**src/rtl/sep_blur_engine.sv**
```systemverilog
// Separable 5-tap (1,4,6,4,1) blur: a horizontal pass over one input row into
// a 5-row history, then a vertical pass down the history to produce one strip.
module sep_blur_tap5 #(
    parameter int PIX_W = 8
) (
    input  logic [4:0][PIX_W-1:0] p_i,
    output logic [PIX_W-1:0]      y_o
);
    localparam int SW = PIX_W + 4;
    logic [SW-1:0] a, b, c, d, e, s;

    assign a = SW'(p_i[0]);
    assign b = SW'(p_i[1]);
    assign c = SW'(p_i[2]);
    assign d = SW'(p_i[3]);
    assign e = SW'(p_i[4]);
    // Weights sum to 16, so the rounded result always fits back into PIX_W.
    assign s = a + (b << 2) + (c << 2) + (c << 1) + (d << 2) + e + SW'(8);
    assign y_o = s[SW-1:4];
endmodule

module sep_blur_engine #(
    parameter int PIX_W = 8,
    parameter int STRIP = 16,
    parameter int LANES = 2
) (
    input  logic                       clk,
    input  logic                       rst,
    input  logic                       clear,
    input  logic                       in_valid,
    output logic                       in_ready,
    input  logic [(STRIP+4)*PIX_W-1:0] in_row,
    input  logic                       first_row,
    output logic                       out_valid,
    input  logic                       out_ready,
    output logic [STRIP*PIX_W-1:0]     out_strip
);
    localparam int CW = $clog2(STRIP);
    localparam int RW = $clog2(STRIP + 4);
    localparam logic [CW-1:0] LAST_COL = CW'(STRIP - LANES);
    localparam logic [CW-1:0] STEP     = CW'(LANES);

    typedef enum logic [1:0] {IDLE, HPASS, VPASS, DONE} state_t;

    state_t                              state_q;
    logic [CW-1:0]                       col_q;
    logic [STRIP+3:0][PIX_W-1:0]         row_q;
    logic                                first_q;
    logic [4:0][STRIP-1:0][PIX_W-1:0]    hist_q;
    logic [STRIP-1:0][PIX_W-1:0]         out_q;
    logic                                out_valid_q;
    logic [LANES-1:0][PIX_W-1:0]         hres, vres;
    logic [LANES-1:0][CW-1:0]            lidx;

    assign in_ready  = (state_q == IDLE) && !clear;
    assign out_valid = out_valid_q;
    assign out_strip = out_q;

    for (genvar l = 0; l < LANES; l++) begin : g_lane
        logic [4:0][PIX_W-1:0] htap, vtap;
        assign lidx[l] = col_q + CW'(l);
        always_comb begin
            htap = '0;
            vtap = '0;
            for (int t = 0; t < 5; t++) begin
                htap[t] = row_q[RW'(col_q) + RW'(l + t)];
                vtap[t] = hist_q[t][lidx[l]];
            end
        end
        sep_blur_tap5 #(.PIX_W(PIX_W)) u_htap (.p_i(htap), .y_o(hres[l]));
        sep_blur_tap5 #(.PIX_W(PIX_W)) u_vtap (.p_i(vtap), .y_o(vres[l]));
    end

    always_ff @(posedge clk or posedge rst) begin
        if (rst) begin
            state_q     <= IDLE;
            col_q       <= '0;
            row_q       <= '0;
            first_q     <= 1'b0;
            hist_q      <= '0;
            out_q       <= '0;
            out_valid_q <= 1'b0;
        end else if (clear) begin
            state_q     <= IDLE;
            col_q       <= '0;
            row_q       <= '0;
            first_q     <= 1'b0;
            hist_q      <= '0;
            out_q       <= '0;
            out_valid_q <= 1'b0;
        end else begin
            case (state_q)
                IDLE: if (in_valid) begin
                    row_q       <= in_row;
                    first_q     <= first_row;
                    hist_q[4:1] <= hist_q[3:0];
                    col_q       <= '0;
                    state_q     <= HPASS;
                end
                HPASS: begin
                    // A first row stands in for the rows above it as well.
                    for (int l = 0; l < LANES; l++) begin
                        hist_q[0][lidx[l]] <= hres[l];
                        if (first_q)
                            for (int r = 1; r < 5; r++) hist_q[r][lidx[l]] <= hres[l];
                    end
                    if (col_q == LAST_COL) begin
                        col_q   <= '0;
                        state_q <= VPASS;
                    end else begin
                        col_q <= col_q + STEP;
                    end
                end
                VPASS: begin
                    for (int l = 0; l < LANES; l++) out_q[lidx[l]] <= vres[l];
                    if (col_q == LAST_COL) begin
                        col_q   <= '0;
                        state_q <= DONE;
                    end else begin
                        col_q <= col_q + STEP;
                    end
                end
                DONE: begin
                    // One settling cycle in DONE before the strip is offered.
                    if (!out_valid_q) begin
                        out_valid_q <= 1'b1;
                    end else if (out_ready) begin
                        out_valid_q <= 1'b0;
                        state_q     <= IDLE;
                    end
                end
                default: state_q <= IDLE;
            endcase
        end
    end
endmodule

```
**config.mk**
```make
export PLATFORM = sky130hd
export DESIGN_NAME = sep_blur_engine
export DESIGN_NICKNAME = d
export VERILOG_FILES = /design/src/rtl/sep_blur_engine.sv
export SDC_FILE = /design/constraint.sdc
export NUM_CORES = 2
export LEC_CHECK = 0
export ABC_AREA = 0
export CAP_MARGIN = 10
export CORE_MARGIN = 5
export CORE_UTILIZATION = 35
export DETAILED_ROUTE_END_ITERATION = 10
export HOLD_SLACK_MARGIN = 0.12
export PLACE_DENSITY = 0.49
export SLEW_MARGIN = 20
export SYNTH_ARGS = -nofsm -noshare
export SYNTH_HDL_FRONTEND = slang
export SYNTH_SLANG_ARGS = --single-unit
```
**constraint.sdc**
```tcl
create_clock -name clk -period 38.4 [get_ports clk]
set_input_delay 5.76 -clock clk [delete_from_list [all_inputs] [get_ports clk]]
set_output_delay 5.76 -clock clk [all_outputs]
set_load 0.005 [all_outputs]
```
Word level (Yosys, flattened, before mapping). Cells that the tools add are included.

Register bits after elaboration: 936. Output and inout port bits: 130.

Add/subtract/negate cells: 31. Order comparisons: 10. Eq/ne operators: 9. Mux-type cells: 79. Reductions and logical operators: 17.

Operators with widths (number): 512-bit two-way mux (5); 128-bit bitwise mux (12); 512-bit one-hot mux with 2 select lines (1); 640-bit two-way mux (1); 160-bit two-way mux (3); 128-bit two-way mux (3); 8-bit binary-select mux with 4-bit select (11); 8-bit binary-select mux with 5-bit select (5); 8-bit two-way mux (18); 12-bit by 10-bit adder with 12-bit output (8); 8-bit demux with 4-bit select (2); 12-bit by 4-bit adder with 12-bit output, second input constant (4); 12-bit by 8-bit adder with 12-bit output (4); 12-bit by 9-bit adder with 12-bit output (4); 8-bit by 10-bit adder with 11-bit output (4); 5-bit by 6-bit less-than comparator with 1-bit output, second input constant (5); 3-bit != test, second input constant (5); 2-bit two-way mux (6); 4-bit two-way mux (3); 4-bit by 2-bit adder with 5-bit output, second input constant (2); 4-bit by 3-bit adder with 5-bit output, second input constant (2); 4-bit by 5-bit less-than comparator with 1-bit output, second input constant (2); 2-bit nonzero test (5); 4-bit by 1-bit greater-or-equal comparator with 1-bit output, second input constant (2); other kinds (17) (29).

Longest topological paths before layout.
Depth after elaboration: 17. Depth in mapped cells: 34. Gate-level depth less buffers: 27.

By module. From an unflattened synthesis, not the netlist that was laid out.

Cells, all modules: 4851. Area total of the unflattened synthesis: 51384.3 um2.

Modules (own cells, without submodules): sep_blur_engine (times used 1, cells an instance 4388, area each 46824.9 um2); sep_blur_tap5 (g_lane[0].u_htap ...) (times used 3, cells an instance 112, area each 1124.8 um2); sep_blur_tap5 (g_lane[1].u_vtap) (times used 1, cells an instance 127, area each 1184.9 um2).

Least setup slack after synthesis. OpenSTA, ideal clock, no wires.

Kind: input to output. Start: input clear. End: output in_ready. Arrival time: 6625 ps. Data required time: 32640 ps. Path slack: 26015 ps. Cell stages on the path: 4. Path buffers: 3. Cells stage by stage: clkbuf_1 -> buf_1 -> clkbuf_1 -> nor2b_1.

Cells in the longest elaborated chain, start to end: 2.

RTL lines: start: declaration (RTL line 29) `input logic clear,`; 1-bit zero test (RTL line 55) `assign in_ready = (state_q == IDLE) && !clear;`; 1-bit logical AND (RTL line 55); end: declaration (RTL line 31) `output logic in_ready,`.

Every way passes these cells.

Worst setup path after layout. Ends and elaborated chain as after synthesis.

==> results.cfg <==
[logic_synthesis]
synth_edf_count = 0
yosysSeqAreaShare_pct = 46.6
synthesis.nets = 5565
synthesis.instances = 5205
ys_types = 77
syn_avg_cell_area_um2 = 9.65
synthArstFlopShare_pct = 100
synth_seq_cells = 935
yosysWarnings = 0
ys.flop_type = dfrtp_1
syn-cell-area_mm2 = 0.0502

[floorplanning]
fp.dieH_um = 389
placementRows = 139
die_area_mm2 = 0.151
io_pins = 296
core-area_mm2 = 0.143
die_w_um = 389
start_util_pct = 35.1

[grt]
grt_pass1_wl_mm = 299
grt.met1_usage_pct = 36.4
grt-busiest-layer = met2
grt_max_degree = 196
grtUsageTotal_pct = 26.2
use_met3_pct = 4.80
grt_pass1_vias = 42579
grt_antenna_before_repair = 8
grtUsageMet2_pct = 41.3
grt_overflow = 0

[sta]
slew-limit-headroom_pct = 22.0
fin_crit_sh_pct = 32.9
finalSetupTns_ps = 0
worst_pin_slew_ps = 1170
fin_crit_ps = 12650
fmax_ghz = 0.0791
slew_violations = 0
hold_violations = 0
rsz0062_at_grt = false
setup_violations = 0
whs_ps = 475
clock_skew_ps = 30.9
timing.final.ws_setup_ps = 25750

[placement]
place_congestion = 0.868
dp_slack_ps = 25780
io_buffers = 295
dpl.hpwl_mm = 137

[worst_setup_path]
critPathArrivalTime_ps = 6890
r2r_slack_ps = 29540
reg2regPathDepth = 27
crit-reg2reg-launch = col_q[2]
worstPathMaxFanout = 67
end_kind = output port
worstSetupEndpoint = in_ready
critPathKind = primary input to output port
timing.rr.end = out_strip[127]
start_kind = primary input
required_ps = 32640
crit_start = clear

[routing]
detail_route.first_pass.iterations = 6
wl_per_cell_um = 28.0
drtIter0Drc = 4618
wirelength_mm = 204
drcViolationCount = 0
drtAntennaViolNets = 0
vias_per_cell = 5.91
vias = 43106

[final_layout]
drive_gt1_share_pct = 8.93
fillers = 14142
nNetsFinal = 5658
synthToLayoutAreaGrowth_pct = 16.8
utilization_pct = 41.0

[clocking]
cts_root_buffer = clkbuf_16
clock_path_buffers = 3
clkTransAtPathRegs_ps = 60
cts-buffers-inserted = 108
cts_tree = yes
cts_hold_buf = 0
post_cts_buffers = 0
post_cts_resized = 0
clkSinkCount = 935
htree_levels = 3
clk_latency_ps = 740

[status]
outcome = completed

[power]
power.leakage_nw = 24.6
power_density_mw_per_mm2 = 78.4
p_total_mw = 4.60
peakVddDrop_v = 0.0000962

[run]
drv_cap = 0

[hold_path]
hold_path.startpoint = hist_q[633]
min_path_type = flop to flop
[cell families after synthesis]
logic type / share of synthesized area (%)
AOI/OAI and AO/OA: 22.6
xor gates and xnor gates: 0.969
adders and majority gates: 6.33
buffers and inverters: 4.67
DFF: 46.6
muxes: 6.41
and+or+nand+nor: 12.4
[where the power goes]
group	switching (mW)	leakage [nW]	internal (mW)
Clock	0.440	1.81	0.640
Sequential	0.0634	13.0	1.04
Combinational	1.75	9.86	0.673
[Yosys cell counts (all sizes together), types with 39 or more instances]
| cell | n | share of area [%] |
|---|---|---|
| and3 | 46 | 0.57 |
| clkbuf | 351 | 2.6 |
| ha | 94 | 2.3 |
| mux2i | 68 | 1.4 |
| o21ai | 420 | 4.2 |
| a21oi | 554 | 5.5 |
| nor2 | 261 | 2.0 |
| a221o | 168 | 3.3 |
| xnor2 | 39 | 0.71 |
| a211oi | 86 | 1.3 |
| o22ai | 71 | 0.88 |
| a22oi | 266 | 4.0 |
| dfrtp | 935 | 47 |
| mux4 | 94 | 4.2 |
| nand2 | 922 | 6.9 |
| fa | 100 | 4.0 |
| inv | 159 | 1.2 |
| buf | 78 | 0.85 |
| nand3 | 48 | 0.48 |
[layout make-up]
class,instances,area [um2],share of cell area (%)
Multi-Input combinational cell,3682,24700,42.1
Sequential cell,935,23400,39.9
Timing Repair Buffer,412,3900,6.64
Clock buffer,164,3240,5.52
Tap cell,1903,2380,4.06
Inverter,159,604,1.03
Clock inverter,33,427,0.727
Antenna cell,3,7.51,0.0128
[per-layer routing]
metal	up-vias	routed length, um
li1	19024	-
met1	21903	87600
met2	1838	93700
met3	335	15000
met4	6	7630
met5	-	34
[per-stage QoR]
stage                     instances  instance area [um2]
final                          7291                58700
after global routing           7289                58700
after CTS                      7288                58700
after detailed placement       7091                55000
after global placement         7091                55000
after floorplan                5205                50200
[how the worst min path moves through the flow]
stage,end,slack [ps],depth (start not counted)
after detailed placement,hist_q[633],460,2
after global routing,hist_q[633],500,2
final,hist_q[633],480,2
after CTS,hist_q[633],480,2
after global placement,hist_q[633],460,2
after floorplan,hist_q[593],440,2
[cells in the final DEF, fill, tap and decap left out, drive strengths merged, types with 37 or more instances in the layout]
master	n
a221oi	38
a21oi	554
nand3	48
xnor2	39
buf	118
mux2i	68
clkdlybuf4s50	294
nor2	261
ha	94
clkbuf	164
and3	46
a211oi	86
fa	100
dfrtp	935
nand2	922
a22oi	266
inv	161
mux2	37
o21ai	420
a221o	168
mux4	94
o22ai	71
[worst max-delay path: stages]
cell,delay [ps]
buf_8,200
nor2b_1,300
clkdlybuf4s50_1,570
[state kept, by name (all words and copies together), names as in the netlist]
name,cells
hist_q,640
row_q,160
out_strip,128
col_q,3
state_q,2
first_q,1
out_valid,1
Note: power is estimated with default switching activity, not from simulation.
